File: src/rtl/mem_port_arbiter_if.sv
// Memory-port handshake bundle: read/write strobes, address, data, mask, resp.
// The master drives the request; the slave returns rdata and resp.
interface mem_port_arbiter_if #(
    parameter int ADDR_W = 16,
    parameter int DATA_W = 16,
    parameter int MASK_W = 2
);
    logic              read;
    logic              write;
    logic [ADDR_W-1:0] addr;
    logic [DATA_W-1:0] wdata;
    logic [MASK_W-1:0] byte_enable;
    logic [DATA_W-1:0] rdata;
    logic              resp;

    modport master (
        output read, write, addr, wdata, byte_enable,
        input  rdata, resp
    );

    modport slave (
        input  read, write, addr, wdata, byte_enable,
        output rdata, resp
    );
endinterface

File: src/rtl/mem_port_arbiter.sv
// Round-robin sharing of one LC-3b memory port between fetch (I) and load/store (D).
// One outstanding transaction; an idle cycle always separates two grants.
module mem_port_arbiter #(
    parameter int ADDR_W = 16,
    parameter int DATA_W = 16,
    parameter int MASK_W = 2
) (
    input  logic                 clk,
    input  logic                 rst_n,
    mem_port_arbiter_if.slave    i_port,
    mem_port_arbiter_if.slave    d_port,
    mem_port_arbiter_if.master   mem
);
    typedef enum logic [1:0] {
        IDLE    = 2'd0,
        SERVE_I = 2'd1,
        SERVE_D = 2'd2
    } state_t;

    state_t state, state_nx;
    logic   last_d, last_d_nx;
    logic   i_req, d_req;

    assign i_req = i_port.read;
    assign d_req = d_port.read | d_port.write;

    assign i_port.rdata = mem.rdata;
    assign d_port.rdata = mem.rdata;

    always_ff @(posedge clk or negedge rst_n) begin
        if (!rst_n) begin
            state  <= IDLE;
            last_d <= 1'b1;
        end else begin
            state  <= state_nx;
            last_d <= last_d_nx;
        end
    end

    always_comb begin
        state_nx        = state;
        last_d_nx       = last_d;
        mem.read        = 1'b0;
        mem.write       = 1'b0;
        mem.addr        = '0;
        mem.wdata       = '0;
        mem.byte_enable = '1;
        i_port.resp     = 1'b0;
        d_port.resp     = 1'b0;
        unique case (state)
            IDLE: begin
                if (i_req && d_req)
                    state_nx = last_d ? SERVE_I : SERVE_D;
                else if (i_req)
                    state_nx = SERVE_I;
                else if (d_req)
                    state_nx = SERVE_D;
            end
            SERVE_I: begin
                mem.read    = i_port.read;
                mem.addr    = i_port.addr;
                i_port.resp = mem.resp;
                if (mem.resp) begin
                    state_nx  = IDLE;
                    last_d_nx = 1'b0;
                end else if (!i_req) begin
                    state_nx = IDLE;
                end
            end
            SERVE_D: begin
                // a simultaneous read+write is treated as a write
                mem.write       = d_port.write;
                mem.read        = d_port.read & ~d_port.write;
                mem.addr        = d_port.addr;
                mem.wdata       = d_port.wdata;
                mem.byte_enable = d_port.byte_enable;
                d_port.resp     = mem.resp;
                if (mem.resp) begin
                    state_nx  = IDLE;
                    last_d_nx = 1'b1;
                end else if (!d_req) begin
                    state_nx = IDLE;
                end
            end
            default: state_nx = IDLE;
        endcase
    end
endmodule

File: src/flat_wrapper.sv
// flat-port wrapper written by rule: the top's interface ports become plain ports
module mem_port_arbiter_flat 
#(
    parameter int ADDR_W = 16,
    parameter int DATA_W = 16,
    parameter int MASK_W = 2
)
  (clk, rst_n, i_port_read, i_port_write, i_port_addr, i_port_wdata, i_port_byte_enable, i_port_rdata, i_port_resp, d_port_read, d_port_write, d_port_addr, d_port_wdata, d_port_byte_enable, d_port_rdata, d_port_resp, mem_read, mem_write, mem_addr, mem_wdata, mem_byte_enable, mem_rdata, mem_resp);
  mem_port_arbiter_if #(.ADDR_W(ADDR_W), .DATA_W(DATA_W), .MASK_W(MASK_W)) i_port_i ();
  mem_port_arbiter_if #(.ADDR_W(ADDR_W), .DATA_W(DATA_W), .MASK_W(MASK_W)) d_port_i ();
  mem_port_arbiter_if #(.ADDR_W(ADDR_W), .DATA_W(DATA_W), .MASK_W(MASK_W)) mem_i ();
  input  logic clk;
  input  logic rst_n;
  input wire logic [$bits(i_port_i.read)-1:0] i_port_read;
  input wire logic [$bits(i_port_i.write)-1:0] i_port_write;
  input wire logic [$bits(i_port_i.addr)-1:0] i_port_addr;
  input wire logic [$bits(i_port_i.wdata)-1:0] i_port_wdata;
  input wire logic [$bits(i_port_i.byte_enable)-1:0] i_port_byte_enable;
  output wire logic [$bits(i_port_i.rdata)-1:0] i_port_rdata;
  output wire logic [$bits(i_port_i.resp)-1:0] i_port_resp;
  input wire logic [$bits(d_port_i.read)-1:0] d_port_read;
  input wire logic [$bits(d_port_i.write)-1:0] d_port_write;
  input wire logic [$bits(d_port_i.addr)-1:0] d_port_addr;
  input wire logic [$bits(d_port_i.wdata)-1:0] d_port_wdata;
  input wire logic [$bits(d_port_i.byte_enable)-1:0] d_port_byte_enable;
  output wire logic [$bits(d_port_i.rdata)-1:0] d_port_rdata;
  output wire logic [$bits(d_port_i.resp)-1:0] d_port_resp;
  output wire logic [$bits(mem_i.read)-1:0] mem_read;
  output wire logic [$bits(mem_i.write)-1:0] mem_write;
  output wire logic [$bits(mem_i.addr)-1:0] mem_addr;
  output wire logic [$bits(mem_i.wdata)-1:0] mem_wdata;
  output wire logic [$bits(mem_i.byte_enable)-1:0] mem_byte_enable;
  input wire logic [$bits(mem_i.rdata)-1:0] mem_rdata;
  input wire logic [$bits(mem_i.resp)-1:0] mem_resp;
  assign i_port_i.read = i_port_read;
  assign i_port_i.write = i_port_write;
  assign i_port_i.addr = i_port_addr;
  assign i_port_i.wdata = i_port_wdata;
  assign i_port_i.byte_enable = i_port_byte_enable;
  assign i_port_rdata = i_port_i.rdata;
  assign i_port_resp = i_port_i.resp;
  assign d_port_i.read = d_port_read;
  assign d_port_i.write = d_port_write;
  assign d_port_i.addr = d_port_addr;
  assign d_port_i.wdata = d_port_wdata;
  assign d_port_i.byte_enable = d_port_byte_enable;
  assign d_port_rdata = d_port_i.rdata;
  assign d_port_resp = d_port_i.resp;
  assign mem_read = mem_i.read;
  assign mem_write = mem_i.write;
  assign mem_addr = mem_i.addr;
  assign mem_wdata = mem_i.wdata;
  assign mem_byte_enable = mem_i.byte_enable;
  assign mem_i.rdata = mem_rdata;
  assign mem_i.resp = mem_resp;
  mem_port_arbiter #(.ADDR_W(ADDR_W), .DATA_W(DATA_W), .MASK_W(MASK_W)) u_core (.clk(clk), .rst_n(rst_n), .i_port(i_port_i), .d_port(d_port_i), .mem(mem_i));
endmodule
File: config.mk
export PLATFORM = sky130hd
export DESIGN_NAME = mem_port_arbiter_flat
export DESIGN_NICKNAME = d
export VERILOG_FILES = /design/src/rtl/mem_port_arbiter_if.sv /design/src/rtl/mem_port_arbiter.sv /design/src/flat_wrapper.sv
export SDC_FILE = /design/constraint.sdc
export NUM_CORES = 1
export LEC_CHECK = 0
export CAP_MARGIN = 20
export CORE_AREA = 2 2 62 64
export CTS_BUF_LIST = sky130_fd_sc_hd__clkbuf_8
export DETAILED_ROUTE_END_ITERATION = 8
export DIE_AREA = 0 0 64 66
export DONT_BUFFER_PORTS = 1
export GPL_ROUTABILITY_DRIVEN = 0
export PLACE_DENSITY = 0.49
export SLEW_MARGIN = 20
export SYNTH_ARGS = -nofsm -noshare
export SYNTH_HDL_FRONTEND = slang
export SYNTH_SLANG_ARGS = --single-unit
File: constraint.sdc
create_clock -name clk -period 3.75 [get_ports clk]
set_input_delay 0.9375 -clock clk [delete_from_list [all_inputs] [get_ports clk]]
set_output_delay 0.9375 -clock clk [all_outputs]
set_load 0.05 [all_outputs]
# [Word level (Yosys, flattened, before mapping)]
# Index checks and enable logic that the tools add are counted.
[totals] register_bits=3 elab_cells=36
[classes] eq_ne=7 muxes=19 bitwise_logic=3 reduce_logical=5
[ops] operator="$pmux 16 s2" n=1
[ops] operator="$mux 2" n=9
[ops] operator="$mux 16" n=1
[ops] operator="$ne 3x3->1 const B" n=2
[ops] operator="$pmux 2 s3" n=1
[ops] operator="$reduce_and 3->1" n=2
[ops] operator="$mux 1" n=5
[ops] operator="$ne 2x2->1 const B" n=2
[ops] operator="$ne 4x2->1 const B" n=1
[ops] operator="$pmux 1 s2" n=2
[ops] operator="$eq 2x1->1 const B" n=1
[ops] operator="$eq 2x2->1 const B" n=1
[ops] operator="$logic_not 2->1" n=1
[ops] operator="$reduce_bool 2->1" n=1
[ops] operator="$and 1x1->1" n=1
[ops] operator="$logic_and 1x1->1" n=1
[ops] operator="$not 1->1" n=1
[ops] operator="$or 1x1->1" n=1

# [Logic depth before layout (Yosys ltp)]
[logic_depth] ltp_word=5 mapped_depth=7 ltp_nobuf=5

# [Worst setup path after synthesis]
# Ideal clock, no wire load.
[synth_path] path_type="reg2out" start="register u_core.state[0]" end="output mem_addr[0]" arrival_time_ns=1.965 required_ns=2.812 setup_slack_ns=0.848 path_stages_with_launch=7 n_path_buf=2 cell_sequence="dfrtp_1 > inv_1 > ha_1 > clkbuf_1 > buf_1 > a22oi_1 > nor2b_1"
[synth_via] elab_chain_cells=2 word_cells_on_any_way=3 classes_between="2 x eq/ne; 1 x mux"
[synth_rtl] element="from (decl)" line_no="mem_port_arbiter.sv:20" rtl="state_t state, state_nx;"
[synth_rtl] element="from (signal assigned)" line_no="mem_port_arbiter.sv:35" rtl="state <= state_nx;"
[synth_rtl] element="$eq 2x2->1 / $eq 2x1->1 (equally long branches)" line_no="mem_port_arbiter.sv:50" rtl="unique case (state)"
[synth_rtl] element="$pmux 16 s2 (*)" line_no="mem_port_arbiter.sv:50"
[synth_rtl] element="to (decl)" line_no="flat_wrapper.sv:30" rtl="output wire logic [$bits(mem_i.addr)-1:0] mem_addr;"
# Every way passes the cells marked *; elsewhere a longest branch is shown, timed or not.

# [Worst setup path in the final report]
[layout_path] start="register u_core.state[0]" end="output d_port_resp"
[layout_via] elab_chain_cells=2
[layout_rtl] element="$eq 2x2->1" line_no="mem_port_arbiter.sv:50"
[layout_rtl] element="$mux 1" line_no="mem_port_arbiter.sv:50"
[layout_rtl] element="to (decl)" line_no="flat_wrapper.sv:27" rtl="output wire logic [$bits(d_port_i.resp)-1:0] d_port_resp;"
# No other way between the ends.

==> results.tsv <==
metric	value	unit
post-synthesis register bit count	3	
Clock Tree Buf Depth	2	
post-layout util	23.2	%
Cell Pwr Density	1300	nW/µm²
GRT Residual Overflow	0	
CP max FO	20	
Initial DRC Count	12	
post-synth cell types	25	
Yosys top cell area share	27.9	%
Top-Level Pins	161	
IO buf count	0	
Post-Syn Area	860	µm²
largest net degree at the start of global routing	21	
max-cap viol count	0	
reg2reg end	u_core.state[1]	
vias in the first global route	705	
syn_nets	210	
CTS tree	built	
initial core utilization	24.2	%
startpoint types	flip-flop	
Die Area	4220	µm²
Final #Nets	193	
DP HPWL	2150	µm
initial antenna violation count	0	
clock-pin slew on the worst setup and hold paths	0.03	ns
Slew @ Worst Pin	0.706	ns
vias per std cell	4.92	
Inserted Diodes	0	
first-pass GRT wire length	3460	µm
routed length per placed instance	17.6	µm
placed insts	142	
Required @ worst endpoint	2.81	ns
status	complete, no violations	
# H-tree levels	1	
RSZ-0062 raised after global routing	false	
Final min period	3.00	ns
Routed Antenna Nets	0	
Tcrit/Tclk final	80.0	%
Core Footprint	3550	µm²
Synth Area in Compound Gates	19.1	%
setup TNS	0	ns
Hold Path Class	input port to asynchronous set/reset pin	
multiplexer area fraction after synthesis	2.91	%
Synth Flop Type	dfrtp_1	
root buf cell	clkbuf_8	
fin. max-slew vios	0	
share of layout cells above drive strength 1	25.5	%
Seq/Total Area, Yosys	8.88	%
fin cells	146	
post-synthesis xor/xnor area fraction	0	%
reg2reg start	u_core.state[0]	
Fmax	0.334	GHz
EDFF count, synth	0	
fill count	386	
DIE WIDTH	64	µm
leading area contributor after synthesis	buf_4	
main combinational cell family by area after synthesis	buffers and inverters	
Die Y	66	µm
Residual DRC	0	
synth top area cells	buf_4 (28%), a22oi_1 (14%), and2_1 (13%)	
top cells by instance count after synthesis	buf_4 (32), and2_1 (18), a22oi_1 (16), nor2b_1 (16)	
drt total wl	2570	µm
Clock Skew	0.000572	ns
Num CTS Buffers	3	
R2R setup slack	1.50	ns
# clock sinks	3	
crit path DAT	2.06	ns
critical setup path kind	flip-flop to output port	
drt first pass iters	4	
final hold vios	0	
adder-cell share of the synthesized area	4.37	%
area of the multi-input gates	500	µm²
asr flop ratio synth	100	%
later-pin clock latency in the skew report	0.21	ns
most common cell in the synthesized netlist	buf_4	
Worst Reg-to-Reg Cells	6	
post-route design area	825	µm²
Critical Path End Type	output port	
Lkg Pwr	0.343	nW
worst ir drop on vdd	0.000357	V
P&R area growth vs syn	-4.08	%
post-synthesis simple-gate area fraction	31.9	%
endpoints failing setup	0	
Slew Limit Headroom	52.9	%
GRT Overall Usage	10.6	%
yosys warns	0	
Avg Inst Size Synth	7.41	µm²
FF/Latch Area	76.3	µm²
vias	719	
synthesized instance count	116	
Setup Fix Bufs, Post-CTS	0	
hold buffers post-CTS	0	
post-CTS sizing	0	
Rows	22	
DP Area	779	µm²
cells by family (layout without fill, tap and decap cells):
group                    after synthesis  count (layout)
buffers and inverters                 43              25
flip-flops                             3               3
adder cells (fa/ha/maj)                3               3
multiplexers                           2               2
AND/OR/NAND/NOR                       44              44
AO/OA/AOI/OAI                         21              21
sequential cells by signal, summed over array words and instances (netlist names):
register and cells:
u_core.last_d 1, u_core.state 2
how the worst max path moves through the flow:
stage,start,end,slack [ns],cells past startpoint
floorplan,u_core.state[0],mem_addr[0],0.85,6
global placement,u_core.state[0],mem_wdata[12],1.03,4
detailed placement,u_core.state[0],d_port_resp,0.96,4
CTS,u_core.state[0],d_port_resp,0.73,4
global route,u_core.state[0],mem_addr[8],0.62,6
finish,u_core.state[0],d_port_resp,0.75,4
metrics by stage:
step / power, mW / hold slack, ns / setup slack (ns)
5_1_grt: 1.14 / 0.412 / 0.617
2_1_floorplan: 0.913 / 0.491 / 0.848
3_3_place_gp: 0.985 / 0.508 / 1.03
6_report: 1.07 / 0.421 / 0.752
3_5_place_dp: 0.998 / 0.510 / 0.958
4_1_cts: 1.09 / 0.415 / 0.728
critical path, cell delays in order, from the launching register on:
cell and delay [ns]:
dfrtp_1 0.39, inv_1 0.10, ha_1 0.55, buf_4 0.32, and2_1 0.49
power by group:
part | switching, mW | internal, mW | leakage, nW
registers | 0.00937 | 0.0511 | 0.0362
clock network | 0.0201 | 0.0696 | 0.0269
logic | 0.675 | 0.250 | 0.280
routing by layer:
layer	vias up	wire length, µm	GRT usage [%]
met5	-	0	0
met4	0	0	3.26
met3	0	417	4.26
met2	87	1410	22.4
met1	315	744	8.80
li1	317	-	-
cell usage in the layout, fill, tap and decap left out, drive strengths merged:
cell    count
a21boi      1
a21o        1
a22oi      16
and2       19
buf        17
clkbuf      3
dfrtp       2
dfstp       1
ha          3
inv         5
mux2        1
mux2i       1
nand2       3
nand2b      2
nand3       1
nand3b      1
nor2        1
nor2b      16
o21ai       1
o21bai      1
o311ai      1
or4b        1
area by class of cell:
type / instances / area share [%]
Clock buffer: 3 / 5.01
Clock inverter: 1 / 0.455
Inverter: 4 / 1.82
Multi-Input combinational cell: 70 / 60.7
Sequential cell: 3 / 9.26
Tap cell: 48 / 7.28
Timing Repair Buffer: 17 / 15.5
(Power assumes the default switching activity.)
